<file path="src/rtl/vending_controller_param.sv">
// vending_controller_param: ROWS x COLS vending controller with a loadable
// price/stock table, coin credit, cancel/refund, sold-out and selection timeout.
`default_nettype none

module vending_controller_param #(
  parameter int ROWS    = 4,
  parameter int COLS    = 4,
  parameter int AMT_W   = 16,
  parameter int STOCK_W = 4,
  parameter int TIMEOUT = 1000,
  parameter int SEL_W   = $clog2(ROWS*COLS)
) (
  input  logic               I_CLK,
  input  logic               I_RESET,
  input  logic [ROWS-1:0]    I_ROW,
  input  logic [COLS-1:0]    I_COL,
  input  logic               I_COIN_VALID,
  input  logic [AMT_W-1:0]   I_COIN_VAL,
  input  logic               I_CANCEL,
  input  logic               I_CFG_WE,
  input  logic [SEL_W-1:0]   I_CFG_ADDR,
  input  logic [AMT_W-1:0]   I_CFG_PRICE,
  input  logic [STOCK_W-1:0] I_CFG_STOCK,
  output logic [SEL_W-1:0]   O_SEL,
  output logic [AMT_W-1:0]   O_PRICE,
  output logic [AMT_W-1:0]   O_CREDIT,
  output logic [AMT_W-1:0]   O_CHANGE,
  output logic               O_CHANGE_VALID,
  output logic               O_SUCCESS,
  output logic               O_SOLD_OUT,
  output logic               O_COIN_REJECT,
  output logic               O_BUSY
);

  localparam int ROW_W = (ROWS > 1) ? $clog2(ROWS) : 1;
  localparam int COL_W = (COLS > 1) ? $clog2(COLS) : 1;
  localparam int TMR_W = $clog2(TIMEOUT + 1);
  localparam int SLOTS = ROWS * COLS;
  localparam logic [TMR_W-1:0] TMO_LAST = TMR_W'(TIMEOUT - 1);

  typedef enum logic [2:0] {
    IDLE       = 3'd0,
    ROW_SEL    = 3'd1,
    CHECK      = 3'd2,
    WAIT_FUNDS = 3'd3,
    DISPENSE   = 3'd4,
    CHANGE     = 3'd5
  } state_t;

  state_t             state;
  logic [ROW_W-1:0]   row;
  logic [SEL_W-1:0]   sel;
  logic [TMR_W-1:0]   timer;
  logic [AMT_W-1:0]   price_tbl [SLOTS];
  logic [STOCK_W-1:0] stock_tbl [SLOTS];

  logic [ROW_W-1:0] row_idx;
  logic [COL_W-1:0] col_idx;
  logic             row_press;
  logic             col_press;
  logic [AMT_W:0]   coin_sum;
  logic             coin_ok;
  logic [AMT_W-1:0] credit_upd;
  logic [SEL_W-1:0] sel_new;

  always_comb begin
    row_idx = '0;
    col_idx = '0;
    for (int i = 0; i < ROWS; i++) if (I_ROW[i]) row_idx = ROW_W'(i);
    for (int j = 0; j < COLS; j++) if (I_COL[j]) col_idx = COL_W'(j);
    row_press = |I_ROW;
    col_press = |I_COL;
    // A letter pressed together with the digit is the one that counts.
    sel_new = SEL_W'(int'(row_press ? row_idx : row) * COLS + int'(col_idx));
    coin_sum = {1'b0, O_CREDIT} + {1'b0, I_COIN_VAL};
    coin_ok = I_COIN_VALID && !coin_sum[AMT_W] &&
              (state == IDLE || state == ROW_SEL || state == WAIT_FUNDS);
    credit_upd = coin_ok ? coin_sum[AMT_W-1:0] : O_CREDIT;
  end

  assign O_BUSY = (state != IDLE);

  always_ff @(posedge I_CLK) begin
    if (I_RESET) begin
      state          <= IDLE;
      row            <= '0;
      sel            <= '0;
      timer          <= '0;
      O_SEL          <= '0;
      O_PRICE        <= '0;
      O_CREDIT       <= '0;
      O_CHANGE       <= '0;
      O_CHANGE_VALID <= 1'b0;
      O_SUCCESS      <= 1'b0;
      O_SOLD_OUT     <= 1'b0;
      O_COIN_REJECT  <= 1'b0;
      for (int k = 0; k < SLOTS; k++) begin
        price_tbl[k] <= '0;
        stock_tbl[k] <= '0;
      end
    end else begin
      O_CHANGE_VALID <= 1'b0;
      O_SUCCESS      <= 1'b0;
      O_SOLD_OUT     <= 1'b0;
      O_COIN_REJECT  <= I_COIN_VALID && !coin_ok;
      O_CREDIT       <= credit_upd;
      case (state)
        IDLE: begin
          if (I_CFG_WE) begin
            price_tbl[I_CFG_ADDR] <= I_CFG_PRICE;
            stock_tbl[I_CFG_ADDR] <= I_CFG_STOCK;
          end
          if (I_CANCEL && credit_upd != '0) begin
            state <= CHANGE;
          end else if (row_press) begin
            row   <= row_idx;
            timer <= '0;
            state <= ROW_SEL;
          end
        end
        ROW_SEL: begin
          if (I_CANCEL) begin
            state <= CHANGE;
          end else if (col_press) begin
            sel   <= sel_new;
            state <= CHECK;
          end else if (row_press) begin
            row   <= row_idx;
            timer <= '0;
          end else if (timer == TMO_LAST) begin
            state <= IDLE;
          end else begin
            timer <= timer + TMR_W'(1);
          end
        end
        CHECK: begin
          O_PRICE <= price_tbl[sel];
          if (stock_tbl[sel] == '0) begin
            O_SOLD_OUT <= 1'b1;
            state      <= IDLE;
          end else if (O_CREDIT >= price_tbl[sel]) begin
            state <= DISPENSE;
          end else begin
            state <= WAIT_FUNDS;
          end
        end
        WAIT_FUNDS: begin
          if (I_CANCEL) begin
            state <= CHANGE;
          end else if (row_press) begin
            row   <= row_idx;
            timer <= '0;
            state <= ROW_SEL;
          end else if (credit_upd >= O_PRICE) begin
            state <= CHECK;
          end
        end
        DISPENSE: begin
          O_SEL            <= sel;
          O_SUCCESS        <= 1'b1;
          stock_tbl[sel]   <= stock_tbl[sel] - STOCK_W'(1);
          O_CREDIT         <= O_CREDIT - O_PRICE;
          state            <= CHANGE;
        end
        CHANGE: begin
          if (O_CREDIT != '0) begin
            O_CHANGE       <= O_CREDIT;
            O_CHANGE_VALID <= 1'b1;
          end
          O_CREDIT <= '0;
          state    <= IDLE;
        end
        default: state <= IDLE;
      endcase
    end
  end

endmodule

`default_nettype wire

</file>
<file path="config.mk">
export PLATFORM = sky130hd
export DESIGN_NAME = vending_controller_param
export DESIGN_NICKNAME = d
export VERILOG_FILES = /design/src/rtl/vending_controller_param.sv
export SDC_FILE = /design/constraint.sdc
export NUM_CORES = 1
export LEC_CHECK = 0
export CAP_MARGIN = 20
export CELL_PAD_IN_SITES_DETAIL_PLACEMENT = 0
export CELL_PAD_IN_SITES_GLOBAL_PLACEMENT = 1
export CORE_ASPECT_RATIO = 0.6
export CORE_MARGIN = 5
export CORE_UTILIZATION = 45
export DETAILED_ROUTE_END_ITERATION = 7
export GPL_TIMING_DRIVEN = 0
export PLACE_DENSITY_LB_ADDON = 0.1
export SYNTH_ARGS = -nofsm -noshare
export SYNTH_HDL_FRONTEND = slang
export SYNTH_SLANG_ARGS = --single-unit
</file>
<file path="constraint.sdc">
create_clock -name I_CLK -period 3.9 [get_ports I_CLK]
set_input_delay 0.585 -clock I_CLK [delete_from_list [all_inputs] [get_ports I_CLK]]
set_output_delay 0.585 -clock I_CLK [all_outputs]
set_load 0.005 [all_outputs]
</file>
==> flow_metrics.tcl, run 1 <==
set metrics [dict create \
    numPortBuffers 107 \
    die_h_um 173.6 \
    cp_slowest_cell "dfxtp_4" \
    layout_setup_ws_ns -0.1207 \
    power_density_mw_per_mm2 561.7 \
    core_mm2 0.04370 \
    cts_hold_buf 0 \
    maxSlewViolCount 0 \
    synthFlopType "edfxtp_1" \
    hold_path_startpoint "O_CHANGE[11]" \
    holdPathEnd "O_CHANGE[11]" \
    violations "setup timing" \
    drive_gt1_frac 0.1770 \
    leakagePower_uw 0.008796 \
    die_w_um 282.7 \
    cts.clk_slew.worst_paths_ns 0.07 \
    maxCapViolations 0 \
    yosysUniqueCellTypes 73 \
    path_max_fanout 5 \
    skew_ns 0.02667 \
    synthArstFlopShare 0 \
    hold_depth 2 \
    r2r-start "O_CREDIT[0]" \
    vdd_drop_max_v 0.0003082 \
    cts_max_path_buffers 3 \
    rrSetupSlack_ns -0.12 \
    cts-htree-levels 2 \
    grt_max_degree 17 \
    clkSinkCount 399 \
    setup-violations-final 1 \
    die_area_mm2 0.04907 \
    dr_total_vias 13670 \
    path_buf_inv 2 \
    relSlewSlack 0.3292 \
    syn_inst 1605 \
    dp_cells 2296 \
    status "finished with violations" \
    groute.usage.overall 0.2348 \
    cts_tree "done" \
    grt_overflow_total 0 \
    nFillCells 3690 \
    crit_path_end_kind "register" \
    regToRegEndpoint "state[0]" \
    numCtsBuffers 39 \
    root_buffer "clkbuf_16" \
    antenna_found_initial 1 \
    grt_pass1_vias 13240 \
    wl_mm 57.95 \
    syn_area_mm2 0.02007 \
    layout.nets 1911 \
    final_cell_mix "edfxtp_1 (320), and2_1 (259), nor2_1 (148), nand2_1 (115), clkdlybuf4s50_1 (105)" \
    grt_setup_unrepaired "true" \
    dp_hpwl_mm 42.70 \
    cp_data_arrival_time_ns 4.49 \
    start_util 0.4593 \
    hold_viol 0 \
    drt-initial-drc-count 1258 \
    firstDrtPassIters 5 \
    area_growth_pct 19.58 \
    postRouteAntennaNets 0 \
    path_class "reg2reg" \
    fmax_mhz 248.7 \
    clock_insertion_delay_worst_skew_ns 0.55 \
    r2r_cells 20 \
    syn-num-nets 1725 \
    antenna_cells 0 \
    final_cells 2398 \
    period_needed_ns 4.021 \
    grt_pass1_wl_mm 86.36 \
    viasPerCell 5.701 \
    yosys_warnings 0 \
    crit_start "O_CREDIT[0]" \
    seq_area_mm2 0.01121 \
    gp_congestion 0.8505 \
    hp-class "reg2reg" \
    multi_input_area_mm2 0.008631 \
    tightest_slew_ns 1.006 \
    fin_util 0.5493 \
    slowest_delay_ns 0.36 \
    syn_area_per_cell_um2 12.51 \
    final_common_cell "edfxtp_1" \
    crit_chain "ha_4 > inv_2 > fa_2 > nand2b_4 > a211o_4 > a211o_1 > nand3_2 > a31oi_4 > buf_8 > mux2i_4 > ha_1 > nand2b_4 > a21o_1 > a21oi_2 > o21ai_2 > a211oi_2 > nor3_2 > nand4_1 > a21oi_2 > a211oi_2" \
    synth_seq_cells 399 \
    required_ns 4.37 \
    drc 0 \
    row_count 59 \
    critical-path-top-delay-family "compound AO/OA/AOI/OAI gates" \
    start_kind "register" \
    route.detailed.wl_per_inst_um 24.17 \
    synth_edf_count 320 \
    synth-seq-area-share 0.5575 \
    pin_count 110 \
    period_share 1.031 \
]
-- logic make-up after synthesis --
family / after synthesis / share of synthesized area
AOI/OAI and AO/OA: 211 / 0.07024
xor gates and xnor gates: 28 / 0.01222
adders and majority gates: 67 / 0.04251
buffers and inverters: 145 / 0.02824
DFF: 399 / 0.5575
muxes: 126 / 0.1260
and+or+nand+nor: 629 / 0.1634
-- synth_stat cells, types with 19 or more instances --
cell,number,area share
a21oi_1,69,0.017
and2_1,259,0.081
clkbuf_1,77,0.014
dfxtp_1,79,0.079
edfxtp_1,320,0.48
ha_1,65,0.041
inv_1,49,0.0092
mux4_2,100,0.11
nand2_1,115,0.022
nor2_1,148,0.028
nor3_1,19,0.0047
o21ai_0,37,0.0092
xnor2_1,19,0.0083
-- per-layer routing --
layer  GRT usage  up-vias  part of all wire
met5           0        -                 0
met4     0.03144        0             0.011
met3     0.06488       53              0.10
met2      0.3092      512              0.40
met1      0.3917     6843              0.49
li1            -     6262                 -
-- flip-flops by register name (all words and copies together) (netlist names), named ones only --
name,count
O_CHANGE,16
O_CHANGE_VALID,1
O_COIN_REJECT,1
O_CREDIT,16
O_PRICE,16
O_SEL,4
O_SOLD_OUT,1
O_SUCCESS,1
price_tbl,256
row,2
sel,4
state,3
stock_tbl,64
timer,10
-- power breakdown --
| part | switching, µW | internal (µW) |
|---|---|---|
| logic | 2470 | 2110 |
| registers | 308 | 4860 |
| clock network | 1650 | 2090 |
| total | 4430 | 9060 |
-- layout make-up --
cell class / count / share of cell area
timing repair buffer: 149 / 0.05957
clock buffer: 50 / 0.04498
multi-input combinational: 1061 / 0.3595
clock inverter: 19 / 0.006255
inverter: 49 / 0.007662
tap: 579 / 0.03018
sequential: 399 / 0.4671
buffer: 92 / 0.02476
-- what timing repair did --
| item | in CTS | in global routing |
|---|---|---|
| pin swaps | 14 | 12 |
| setup buffers | 15 | 20 |
| gates resized for setup | 89 | 32 |
| gates cloned | 2 | 0 |
| setup endpoints to repair | 64 | 100 |
-- through the flow --
stage,TNS (ns),total power [µW],instance area [µm²],hold WS [ns],setup slack [ns]
after floorplan,-0.009084,7988,20180,0.4453,-0.009084
after global placement,-77.81,9295,21970,0.4478,-1.696
after detailed placement,-12.42,9347,22070,0.4579,-1.583
after CTS,-0.07153,13370,23750,0.4659,-0.07033
after global routing,-0.3011,14160,24010,0.4837,-0.2652
final,-0.1207,13480,24010,0.4646,-0.1207
-- worst max path at each step --
stage	depth (start not counted)	end	slack, ns
global placement	17	state[0]	-1.70
CTS	20	state[0]	-0.07
detailed placement	15	state[0]	-1.58
floorplan	20	state[0]	-0.009
global route	18	state[0]	-0.27
finish	20	state[0]	-0.12
-- tightest hold or removal path, delay by kind of cell, from the launching register on --
family / cells / cell delay, ns
flops: 1 / 0.31
simple gates: 1 / 0.05
compound gates: 1 / 0.05
Power figures use the tool's default switching activity.
==> run 2, diff against run 1 <==
--- a/config.mk
+++ b/config.mk
@@ -9,11 +9,12 @@
 export CELL_PAD_IN_SITES_DETAIL_PLACEMENT = 0
 export CELL_PAD_IN_SITES_GLOBAL_PLACEMENT = 1
 export CORE_ASPECT_RATIO = 0.6
-export CORE_MARGIN = 5
+export CORE_MARGIN = 3
 export CORE_UTILIZATION = 45
 export DETAILED_ROUTE_END_ITERATION = 7
 export GPL_TIMING_DRIVEN = 0
 export PLACE_DENSITY_LB_ADDON = 0.1
+export SKIP_CTS_REPAIR_TIMING = 1
 export SYNTH_ARGS = -nofsm -noshare
 export SYNTH_HDL_FRONTEND = slang
 export SYNTH_SLANG_ARGS = --single-unit
==> flow_metrics.tcl, run 2 (synthesis results as in run 1) <==
set metrics [dict create \
    status "finished with violations" \
    violations "setup timing" \
    relSlewSlack 0.3506 \
    hp-class "reg2reg" \
    critical-path-top-delay-family "compound AO/OA/AOI/OAI gates" \
    final_common_cell "edfxtp_1" \
    numCtsBuffers 40 \
    power_uw 13340 \
    cp_slowest_cell "dfxtp_4" \
    antenna_found_initial 3 \
    path_buf_inv 2 \
    path_class "reg2reg" \
    drt-initial-drc-count 1418 \
    power_density_mw_per_mm2 556.4 \
    maxCapViolations 0 \
    start_kind "register" \
    grt_max_degree 17 \
    period_needed_ns 4.096 \
    postRouteAntennaNets 0 \
    multi_input_area_mm2 0.008554 \
    start_util 0.4593 \
    viasPerCell 5.686 \
    grt_pass1_vias 13180 \
    clock_insertion_delay_worst_skew_ns 0.55 \
    cp_data_arrival_time_ns 4.56 \
    row_count 59 \
    area_growth_pct 19.47 \
    top_register "price_tbl" \
    wl_mm 57.16 \
    antenna_cells 0 \
    cts.clk_slew.worst_paths_ns 0.07 \
    reg_top3 "price_tbl x256, stock_tbl x64" \
    setup-violations-final 2 \
    cts_tree "done" \
    root_buffer "clkbuf_16" \
    cts-htree-levels 2 \
    route.detailed.wl_per_inst_um 23.82 \
    largest_reg_flops 256 \
    hold_viol 0 \
    fmax_mhz 244.2 \
    layout_setup_ws_ns -0.1958 \
    final_cell_mix "edfxtp_1 (320), and2_1 (259), nor2_1 (148), nand2_1 (115), clkdlybuf4s50_1 (105)" \
    numPortBuffers 107 \
    vdd_drop_max_v 0.0002815 \
    leakagePower_uw 0.008769 \
    grt_overflow_total 0 \
    cts_max_path_buffers 3 \
    crit_chain "ha_4 > inv_2 > fa_2 > nand2b_4 > a211o_4 > a211o_1 > nand3_2 > a31oi_4 > buf_8 > mux2i_4 > ha_1 > nand2b_4 > a21o_1 > a21oi_2 > o21ai_2 > a211oi_2 > nor3_2 > nand4_1 > a21oi_2 > a211oi_2" \
    nFillCells 3702 \
    seq_area_mm2 0.01121 \
    clkSinkCount 399 \
    required_ns 4.37 \
    grt_setup_unrepaired "true" \
    core_mm2 0.04370 \
    period_share 1.050 \
    drive_gt1_frac 0.1697 \
    grt_pass1_wl_mm 84.22 \
    dp_hpwl_mm 42.27 \
    tightest_slew_ns 0.9740 \
    layout.nets 1909 \
    gp_congestion 0.8515 \
    pin_count 110 \
    maxSlewViolCount 0 \
    die_area_mm2 0.04726 \
    setup_tns_ns -0.2363 \
    groute.usage.overall 0.2398 \
    drc 0 \
    path_max_fanout 5 \
    skew_ns 0.02053 \
    firstDrtPassIters 5 \
    die_w_um 278.7 \
    crit_path_end_kind "register" \
    slowest_delay_ns 0.38 \
    dr_total_vias 13650 \
    die_h_um 169.6 \
]
run 2: where the power goes:
| part | switching [µW] | internal, µW | total (µW) |
|---|---|---|---|
| logic | 2440 | 2090 | 4530 |
| registers | 307 | 4860 | 5160 |
| clock network | 1670 | 1970 | 3650 |
| total | 4420 | 8920 | 13300 |
run 2: worst paths after layout:
check / start / to / slack, ns / depth (start not counted)
worst max register to register: O_CREDIT[0] / state[0] / -0.20 / 20
worst min register to register: O_CHANGE[11] / O_CHANGE[11] / 0.47 / 2
worst max-delay path: O_CREDIT[0] / state[0] / -0.20 / 20
worst min-delay path: O_CHANGE[11] / O_CHANGE[11] / 0.47 / 2
run 2: layout make-up:
type	count	area share
Inverter	49	0.007669
Sequential cell	399	0.4675
Timing Repair Buffer	145	0.06334
Buffer	93	0.02405
Clock inverter	27	0.007722
Clock buffer	47	0.04283
Multi-Input combinational cell	1061	0.3567
Tap cell	579	0.03021
run 2: per-layer routing:
layer	up-vias	share of wire	track usage	wire length, µm
met2	527	0.39	0.3114	22130
met4	0	0.016	0.04310	897
met3	65	0.11	0.07246	6112
met5	-	0	0	0
li1	6273	-	-	-
met1	6781	0.49	0.3910	28020
run 2: worst reg2reg max path, stage by stage (launching register included):
cell and delay [ns]:
dfxtp_4 0.38, ha_4 0.14, inv_2 0.03, fa_2 0.35, nand2b_4 0.16, a211o_4 0.34, a211o_1 0.30, nand3_2 0.13
a31oi_4 0.14, buf_8 0.18, mux2i_4 0.18, ha_1 0.30, nand2b_4 0.14, a21o_1 0.17, a21oi_2 0.16, o21ai_2 0.08
a211oi_2 0.24, nor3_2 0.06, nand4_1 0.23, a21oi_2 0.11, a211oi_2 0.19
run 2: stage by stage:
| step | cell area, µm² | util | hold slack (ns) | cells | setup slack (ns) |
|---|---|---|---|---|---|
| final | 23980 | 0.5488 | 0.4688 | 2400 | -0.1958 |
| after global routing | 23980 | 0.5488 | 0.4903 | 2400 | -0.3178 |
| after CTS | 23370 | 0.5348 | 0.4736 | 2377 | -1.436 |
| after detailed placement | 22160 | 0.5071 | 0.4651 | 2303 | -1.387 |
| after global placement | 21970 | 0.5028 | 0.4470 | 2291 | -1.693 |
| after floorplan | 20180 | - | 0.4453 | 1605 | -0.009084 |
==> run 3, diff against run 2 <==
--- a/config.mk
+++ b/config.mk
@@ -12,6 +12,7 @@
 export CORE_MARGIN = 3
 export CORE_UTILIZATION = 45
 export DETAILED_ROUTE_END_ITERATION = 7
+export GPL_ROUTABILITY_DRIVEN = 1
 export GPL_TIMING_DRIVEN = 0
 export PLACE_DENSITY_LB_ADDON = 0.1
 export SKIP_CTS_REPAIR_TIMING = 1
==> constraint.sdc (replaced) <==
create_clock -name I_CLK -period 3.9 [get_ports I_CLK]
set_input_delay 0.78 -clock I_CLK [delete_from_list [all_inputs] [get_ports I_CLK]]
set_output_delay 0.78 -clock I_CLK [all_outputs]
set_load 0.005 [all_outputs]
==> flow_metrics.tcl, run 3 (synthesis results as in run 1) <==
set metrics [dict create \
    numPortBuffers 107 \
    groute.usage.overall 0.2408 \
    row_count 59 \
    crit_chain "clkdlybuf4s50_1 > ha_4 > a21oi_4 > nor3b_4 > a211o_1 > nand3_2 > a31oi_4 > buf_8 > buf_4 > mux2_2 > ha_1 > and3_1 > a2111oi_1 > buf_2 > a21oi_2 > a211oi_2" \
    critical-path-top-delay-family "compound AO/OA/AOI/OAI gates" \
    rrSetupSlack_ns -0.35 \
    cts_max_path_buffers 3 \
    slowest_delay_ns 0.56 \
    largest_reg_flops 256 \
    fin_util 0.5605 \
    viasPerCell 5.707 \
    postRouteAntennaNets 0 \
    hold_viol 0 \
    die_w_um 278.7 \
    die_area_mm2 0.04726 \
    maxSlewViolCount 0 \
    status "finished with violations" \
    firstDrtPassIters 5 \
    start_kind "input port" \
    route.detailed.wl_per_inst_um 24.05 \
    drc 0 \
    core_mm2 0.04370 \
    reg_top3 "price_tbl x256, stock_tbl x64" \
    holdPathEnd "O_CHANGE[10]" \
    regToRegEndpoint "state[0]" \
    period_needed_ns 4.272 \
    final_common_cell "edfxtp_1" \
    drive_gt1_frac 0.1942 \
    vdd_drop_max_v 0.0003428 \
    cp_slowest_cell "a2111oi_1" \
    die_h_um 169.6 \
    r2r-start "O_CREDIT[0]" \
    path_max_fanout 5 \
    clkSinkCount 399 \
    hold_depth 2 \
    violations "setup timing" \
    final_cell_mix "edfxtp_1 (320), and2_1 (259), nor2_1 (147), nand2_1 (115), clkdlybuf4s50_1 (104)" \
    pin_count 110 \
    start_util 0.4593 \
    numCtsBuffers 40 \
    wl_mm 58.27 \
    grt_setup_unrepaired "true" \
    skew_ns 0.02785 \
    clock_insertion_delay_worst_skew_ns 0.56 \
    required_ns 4.37 \
    grt_pass1_wl_mm 84.36 \
    layout.nets 1936 \
    dr_total_vias 13830 \
    multi_input_area_mm2 0.008795 \
    tightest_slew_ns 1.298 \
    setup-violations-final 2 \
    grt_max_degree 17 \
    leakagePower_uw 0.008975 \
    dp_hpwl_mm 42.79 \
    area_growth_pct 22.02 \
    cp_data_arrival_time_ns 4.74 \
    power_density_mw_per_mm2 570.9 \
    gp_congestion 0.8487 \
    grt_overflow_total 0 \
    antenna_found_initial 2 \
    seq_area_mm2 0.01121 \
    relSlewSlack 0.1283 \
    crit_path_end_kind "register" \
    hold_path_startpoint "O_CHANGE[10]" \
    path_buf_inv 4 \
    layout_setup_ws_ns -0.3719 \
    cts-htree-levels 2 \
    path_class "in2reg" \
    drt-initial-drc-count 1271 \
    nFillCells 3647 \
    top_register "price_tbl" \
    cts.clk_slew.worst_paths_ns 0.07 \
    maxCapViolations 0 \
    hp-class "reg2reg" \
    fmax_mhz 234.1 \
    setup_tns_ns -0.3724 \
    cts_tree "done" \
    period_share 1.095 \
    r2r_cells 20 \
    root_buffer "clkbuf_16" \
    grt_pass1_vias 13090 \
]
run 3: per-layer routing:
metal	part of all wire	wire length [µm]	global-route usage
met1	0.48	28190	0.3861
met2	0.39	22970	0.3195
met3	0.10	5948	0.06875
met4	0.018	1047	0.04698
met5	0.0020	117	0.01775
run 3: power breakdown:
group          switching (µW)  internal, µW
Combinational            2570          2290
Clock                    1660          2260
Sequential                340          4850
run 3: worst max path at each step:
stage	depth (start not counted)	start	endpoint	slack [ns]
after floorplan	20	I_COIN_VAL[0]	state[0]	-0.18
after global placement	16	I_COIN_VAL[0]	state[0]	-1.97
after detailed placement	16	register	state[0]	-1.46
after CTS	16	register	state[0]	-1.51
after global routing	19	I_COIN_VAL[10]	state[0]	-0.43
final	16	I_COIN_VAL[5]	state[0]	-0.37
run 3: per-stage QoR:
step                power, µW  std cells  setup slack [ns]  instance area, µm²  hold slack (ns)
floorplan                7987       1605           -0.1751               20180           0.4453
global placement         9312       2291            -1.971               21970           0.4519
detailed placement       9383       2301            -1.464               22140           0.4623
CTS                     13300       2370            -1.511               23460           0.4709
global route            14640       2422           -0.4327               24490           0.5008
finish                  13980       2423           -0.3719               24490           0.4679
run 3: worst min-delay path: cells and delay by family (launching register included):
kind | cells | cell delay (ns)
flip-flops | 1 | 0.31
AO/OA/AOI/OAI | 1 | 0.06
AND/OR/NAND/NOR | 1 | 0.05
run 3: final cells by class:
class                   count  share of cell area
diodes                      1           0.0001022
inverters                  49            0.007509
multi-input cells        1061              0.3590
repair buffers            172             0.06886
plain buffers              93             0.02375
clock buffers              58             0.04873
clock inverters            11            0.004955
well taps                 579             0.02958
flip-flops and latches    399              0.4575
